[config.mk]
export PLATFORM = sky130hd
export DESIGN_NAME = ps2_voice_alloc
export DESIGN_NICKNAME = d
export VERILOG_FILES = /design/src/rtl/ps2_voice_alloc.sv
export SDC_FILE = /design/constraint.sdc
export NUM_CORES = 1
export LEC_CHECK = 0
export ABC_AREA = 1
export CAP_MARGIN = 5
export CORE_AREA = 2 2 94 96
export DETAILED_ROUTE_END_ITERATION = 8
export DIE_AREA = 0 0 96 98
export PLACE_DENSITY = 0.73
export SYNTH_ARGS = -nofsm -noshare
export SYNTH_HDL_FRONTEND = slang
export SYNTH_SLANG_ARGS = --single-unit
[constraint.sdc]
create_clock -name clk -period 3.3 [get_ports clk]
set_input_delay 0.66 -clock clk [delete_from_list [all_inputs] [get_ports clk]]
set_output_delay 0.66 -clock clk [all_outputs]
set_load 0.02 [all_outputs]
[src/rtl/ps2_voice_alloc.sv]
// Polyphonic PS/2 key tracker: parses make/break/extended scan-code sequences and keeps
// an age-ordered, compacted table of held keys (slot 0 oldest) for per-voice tone generators.
module ps2_voice_alloc #(
  parameter int unsigned NUM_VOICES   = 4,
  parameter int unsigned STEAL_OLDEST = 1,
  parameter int unsigned CW           = 3
) (
  input  logic                    clk,
  input  logic                    clr,
  input  logic [7:0]              data,
  input  logic                    ready,
  output logic [8*NUM_VOICES-1:0] voice_code,
  output logic [NUM_VOICES-1:0]   voice_valid,
  output logic [CW-1:0]           active_count,
  output logic [7:0]              last_code,
  output logic                    key_event,
  output logic                    drop
);

  typedef enum logic [1:0] {StIdle, StBrk, StExt, StExtBrk} state_e;

  state_e                state_q, state_d;
  logic [7:0]            code_q [NUM_VOICES];
  logic [7:0]            code_d [NUM_VOICES];
  logic [NUM_VOICES-1:0] valid_q, valid_d;
  logic [CW-1:0]         count_q, count_d;
  logic [7:0]            last_q, last_d;
  logic                  event_q, event_d;
  logic                  drop_q, drop_d;

  logic                  do_make, do_break;
  logic                  hit;
  int                    hit_idx;

  // Scan-code parser: only plain (non-extended) make/break reach the table.
  always_comb begin
    state_d  = state_q;
    do_make  = 1'b0;
    do_break = 1'b0;
    if (ready) begin
      case (state_q)
        StIdle: begin
          if (data == 8'hF0)                      state_d = StBrk;
          else if (data == 8'hE0)                 state_d = StExt;
          else if (data != 8'h00 && !data[7])     do_make = 1'b1;
        end
        StBrk: begin
          do_break = 1'b1;
          state_d  = StIdle;
        end
        StExt:   state_d = (data == 8'hF0) ? StExtBrk : StIdle;
        default: state_d = StIdle;
      endcase
    end
  end

  always_comb begin
    hit     = 1'b0;
    hit_idx = 0;
    for (int i = 0; i < NUM_VOICES; i++) begin
      if (valid_q[i] && code_q[i] == data) begin
        hit     = 1'b1;
        hit_idx = i;
      end
    end
  end

  always_comb begin
    code_d  = code_q;
    valid_d = valid_q;
    count_d = count_q;
    last_d  = last_q;
    event_d = 1'b0;
    drop_d  = 1'b0;
    if (do_make && !hit) begin
      if (count_q < CW'(NUM_VOICES)) begin
        for (int i = 0; i < NUM_VOICES; i++) begin
          if (CW'(i) == count_q) begin
            code_d[i]  = data;
            valid_d[i] = 1'b1;
          end
        end
        count_d = count_q + CW'(1);
        last_d  = data;
        event_d = 1'b1;
      end else if (STEAL_OLDEST != 0) begin
        // Evict slot 0 by aging everything down; the new key becomes the youngest.
        for (int i = 0; i < NUM_VOICES - 1; i++) code_d[i] = code_q[i+1];
        code_d[NUM_VOICES-1] = data;
        last_d  = data;
        event_d = 1'b1;
      end else begin
        drop_d = 1'b1;
      end
    end else if (do_break && hit) begin
      for (int i = 0; i < NUM_VOICES - 1; i++) begin
        if (i >= hit_idx) begin
          code_d[i]  = code_q[i+1];
          valid_d[i] = valid_q[i+1];
        end
      end
      code_d[NUM_VOICES-1]  = 8'h00;
      valid_d[NUM_VOICES-1] = 1'b0;
      count_d = count_q - CW'(1);
      // New youngest key sits at index count_q-2 after compaction.
      last_d = 8'h00;
      for (int i = 0; i < NUM_VOICES; i++) begin
        if (i + 2 == int'(count_q)) last_d = code_d[i];
      end
      event_d = 1'b1;
    end
  end

  always_ff @(posedge clk) begin
    if (clr) begin
      state_q <= StIdle;
      for (int i = 0; i < NUM_VOICES; i++) code_q[i] <= 8'h00;
      valid_q <= '0;
      count_q <= '0;
      last_q  <= 8'h00;
      event_q <= 1'b0;
      drop_q  <= 1'b0;
    end else begin
      state_q <= state_d;
      code_q  <= code_d;
      valid_q <= valid_d;
      count_q <= count_d;
      last_q  <= last_d;
      event_q <= event_d;
      drop_q  <= drop_d;
    end
  end

  for (genvar g = 0; g < NUM_VOICES; g++) begin : g_pack
    assign voice_code[8*g +: 8] = code_q[g];
  end

  assign voice_valid  = valid_q;
  assign active_count = count_q;
  assign last_code    = last_q;
  assign key_event    = event_q;
  assign drop         = drop_q;

endmodule

* Word-level counts from Yosys, hierarchy flattened *
Index checks and enable logic that the tools add are counted.

storage, ports and cells
  flip-flop bits (word level) = 50
  bits of input ports = 11
  output and inout port bits = 49
  word-level logic and storage cells = 118

cells by class
  $add $sub $neg = 2
  $lt $le $gt $ge = 4
  equality and inequality tests = 25
  multiplexer cells = 49
  reduce and logical (&&, ||, !) cells = 26

operators with widths
  operator                                                            count
  two-way mux 32 bit                                                  5
  two-way mux 8 bit                                                   13
  equality test 8 bit                                                 4
  greater-or-equal comparator 1 x 32 -> 1 bit (first input constant)  1
  greater-or-equal comparator 2 x 32 -> 1 bit (first input constant)  1
  greater-or-equal comparator 3 x 32 -> 1 bit (first input constant)  1
  two-way mux 1 bit                                                   21
  equality test 8 bit (second input constant)                         2
  equality test 3 bit (first input constant)                          4
  two-way mux 4 bit                                                   3
  != test 3 x 2 -> 1 bit (second input constant)                      4
  AND reduction 2 bit                                                 6
  AND reduction 4 bit                                                 3
  != test 2 x 1 -> 1 bit (second input constant)                      5
  two-way mux 3 bit                                                   3
  nonzero test 2 bit                                                  4
  nonzero test 8 bit                                                  1
  logical AND 1 bit                                                   7
  equality test 2 x 3 -> 1 bit (first input constant)                 2
  two-way mux 2 bit                                                   3
  one-hot mux 2 bit (2 select lines)                                  1
  adder 3 x 1 -> 3 bit (second input constant)                        1
  equality test 1 x 3 -> 1 bit (first input constant)                 1
  logical NOT 3 bit                                                   1
  8 further kinds                                                     9

* Depth between registers and ports, before layout *
  depth in word-level cells = 13
  gate-level depth with buffers = 16
  gate-level depth less buffers = 15

* Worst setup path before layout *
Ideal clock, no wire load.

  path type = input to register
  start point = in data[6]
  end point = reg last_q[6] (netlist: last_code[6])
  setup time = 0.116 ns
  data arrival time = 2.085 ns
  data required time = 3.184 ns
  path slack = 1.098 ns
  stages = 13
  path buffers = 3
  cell sequence = buf_2 > inv_2 > nand2_1 > nand2_1 > nand3_1 > nor2_2 > nand3_4 > nand4_2 > buf_6 > buf_2 > nor2_1 > o21ai_0 > nand2_1

between the ends
  word-level cells in the longest chain between the ends = 13
  elaborated cells on any way between the ends = 40
  those cells by class = order compare: 3; eq/ne: 6; mux: 21; reduce/logical: 10

RTL lines
  item                                         line  source
  start, declared                              10    input logic [7:0] data,
  equality test 8 bit                          61    if (valid_q[i] && code_q[i] == data) begin
  logical AND 1 bit                            61
  two-way mux 1 bit                            61
  two-way mux 32 bit (2 in a row)              61
  greater-or-equal comparator 1 x 32 -> 1 bit  97    if (i >= hit_idx) begin
  two-way mux 8 bit                            97
  two-way mux 8 bit (4 in a row)               108   if (i + 2 == int'(count_q)) last_d = code_d[i];
  two-way mux 8 bit                            95    end else if (do_break && hit) begin
  two-way mux 8 bit                            75    if (do_make && !hit) begin
  end signal, assigned                         128   last_q <= last_d;
  end, declared                                27    logic [7:0] last_q, last_d;

Several ways; a longest one is shown, not always the timed one. The select of a mux whose other input is x is not followed.
A chain may end at the register's enable or synchronous reset.

* Worst setup path after layout *
  start point = in data[3]
  end point = reg code_q (netlist bit voice_code[4])

between the ends
  word-level cells in the longest chain between the ends = 10
  elaborated cells on any way between the ends = 34
  those cells by class = order compare: 1; eq/ne: 7; mux: 15; reduce/logical: 11

RTL lines
  item                                                                                  line  source
  branches (longest 10 deep; another with greater-or-equal comparator 1 x 32 -> 1 bit)  --
  end signal, assigned                                                                  125   code_q <= code_d;
  end, declared                                                                         23    logic [7:0] code_q [NUM_VOICES];

Parallel ways; which one is timed is not known. The select of a mux whose other input is x is not followed.

==> qor.csv <==
metric,value,unit
reg2reg path depth,13,
P_int,1.15,mW
post-synth top area share,24.4,%
grt total ovfl,0,
post-synthesis xor/xnor area fraction,1.06,%
initial antenna violation count,0,
Max clock buf depth,2,
synth top area cells,"nand2_1 24%, dfxtp_1 24%, nor2_1 9.5%",
antenna cells,0,
syn nets,742,
slowest cell delay on critical path,630,ps
total power,1.93,mW
clk sinks,50,
die width,96,um
TritonCTS clock tree,done,
Setup crit end kind,flip-flop,
mux cell area share after synthesis,0,%
hold path cells,2,
Routed Antenna Nets,0,
Post-Synth Simple-Gate Area,49.9,%
switch share,40.3,%
Critical Path AT,3150,ps
final setup margin,359,ps
most frequent cells in the layout,"268 x nand2_1, 104 x nor2_1, 61 x inv_1",
I/O Buffers,58,
Layout Cells excl Fill,892,
Synth Area in Compound Gates,11.3,%
CTS buffer count,5,
met2 WL,6830,um
Wirelength per Cell,17.5,um
Clock Skew,8.86,ps
Util after Layout,58.1,%
pre-CTS WS,92.2,ps
Worst EP required,3510,ps
"Seq/Total Area, Yosys",24.3,%
outcome,finished clean,
P_leak,2.33,nW
drt pass-1 iters,5,
CP Launch Type,primary input,
R2R Path Start,voice_valid[3]$_SDFFE_PP0P_,
min-delay src,voice_code[25]$_SDFFE_PP0P_,
fillers,841,
combinational family with the most area after synthesis,simple AND/OR/NAND/NOR gates,
post-place instance area,0.00481,mm2
unrepaired setup endpoints after global routing,false,
DRT iter0 DRCs,517,
die height,98,um
PD cells,392,mW/mm2
Crit Path Class,in2reg,
Post-CTS Setup Bufs,0,
slowest CP cell,clkdlybuf4s50_1,
distinct cell type count after synthesis,35,
post-layout instance area,0.00492,mm2
Site Rows,34,
Max VDD drop,216,uV
DR vias,4974,
Finish-stage setup viols,0,
H-Tree Depth,2,
hold buffer count at CTS,0,
worst hold margin,508,ps
YS warnings,0,
footprint of the multi-input gates,0.00264,mm2
"most common cell after layout, fill and taps aside",nand2_1,
Cells after DPL,884,
Worst-path clk slew,100,ps
cell taking the most area after synthesis,nand2_1,
Avg Vias per Cell,5.58,
WL final,15600,um
global-route wire length before repair,24400,um
worst slew pin tran,1080,ps
sequential power share,37.6,%
Psw,778,uW
synthesized flop and latch total,50,
Max-cap violations,0,
max-slew violations,0,
WL met1,6700,um
Final Wtd Congestion,1.01,
Comb pwr share,38.7,%
cts repair resizes,0,
Mapped Cells,725,
Detail Placement HPWL,11900,um
Slew HR,28.1,%
vias in the first global route,4516,
share of layout cells above drive strength 1,8.29,%
Remaining DRCs,0,
Post-Syn Area,0.00412,mm2
crit path cell chain,clkdlybuf4s50_1 > inv_2 > nand2_1 > nand2_1 > inv_1 > nand2_1 > nor2_2 > nand3_4 > nand3_2 > nor2_4 > nand4_1 > nand2_2 > inv_1 > nor2_1 > nor2_1,
"Avg Cell Area, Syn",5.68,um2
Die ar.,0.00941,mm2
Storage cell area,0.00100,mm2
Final Hold Fails,0,
met3 routed WL,1820,um
most used cell along the critical path,nand2_1,
setup TNS,0,ps
Clk pwr share,23.6,%
fmax,340,MHz
adder-cell share of the synthesized area,1.82,%
IO Count,60,
core box area,0.00847,mm2
Final nets,800,
pin count of the biggest net entering global routing,37,
area delta synth->final,19.5,%
total track usage,34.0,%
clk_lat worst skew,310,ps
period utilization,89.1,%
Setup crit start,data[3],
Initial Util,48.6,%
root buffer cell,clkbuf_8,
Final min period,2940,ps
crit path max fanout,12,
max layer used,met4,
worst hold path class,reg2reg,
[power by group through the flow]
stage / combinational (mW) / clock (mW) / sequential [mW]
floorplan: 0.432 / 0 / 0.775
global placement: 0.729 / 0 / 0.737
detailed placement: 0.730 / 0 / 0.737
CTS: 0.735 / 0.462 / 0.723
global route: 0.821 / 0.485 / 0.731
finish: 0.747 / 0.456 / 0.726
[synthesized netlist by cell type (all sizes together)]
| library cell | n |
|---|---|
| nand2b | 1 |
| nor4 | 1 |
| buf | 19 |
| conb | 1 |
| ha | 6 |
| clkbuf | 11 |
| nand2 | 276 |
| nand3b | 2 |
| nand3 | 61 |
| nor3b | 1 |
| xnor2 | 3 |
| o21bai | 2 |
| nor3 | 4 |
| xor2 | 2 |
| o31ai | 1 |
| nand4 | 12 |
| dfxtp | 50 |
| inv | 70 |
| a21oi | 33 |
| o21ai | 54 |
| a211oi | 1 |
| nor2 | 114 |
[cell families (layout without fill, tap and decap cells)]
group,count (synthesis),after routing
buffers and inverters,100,159
adder cells (fa/ha/maj),6,6
AND/OR/NAND/NOR,472,472
flip-flops,50,50
AO/OA/AOI/OAI,91,91
XOR/XNOR,5,5
other,1,1
[worst paths after layout]
check,endpoint,slack [ps]
setup / recovery,voice_code[4]$_SDFFE_PP0P_,360
hold / removal,voice_code[25]$_SDFFE_PP0P_,510
setup reg to reg,voice_code[5]$_SDFFE_PP0P_,870
hold reg to reg,voice_code[25]$_SDFFE_PP0P_,510
[layout make-up]
class                      count  share of cell area (%)
multi-input combinational    575                    53.7
sequential                    50                    20.3
timing repair buffer          81                    15.6
inverter                      70                    5.39
tap                          108                    2.75
clock buffer                   6                    1.47
clock inverter                 2                   0.763
[layer usage]
layer | vias to the layer above | track usage, %
li1 | 2396 | -
met1 | 2244 | 49.6
met2 | 303 | 51.2
met3 | 31 | 6.87
met4 | 0 | 7.91
met5 | - | 0
[worst max-delay path, delay by kind of cell]
kind,cells,cell delay [ps]
buffers and inverters,4,1020
AND/OR/NAND/NOR,11,1440
[sequential cells by signal (all words and copies together), names as in the netlist]
name and count:
state_q 2, voice_valid 4, key_event 1, last_code 8, active_count 3, voice_code 32
No activity file was read; power rests on OpenSTA's default activity.
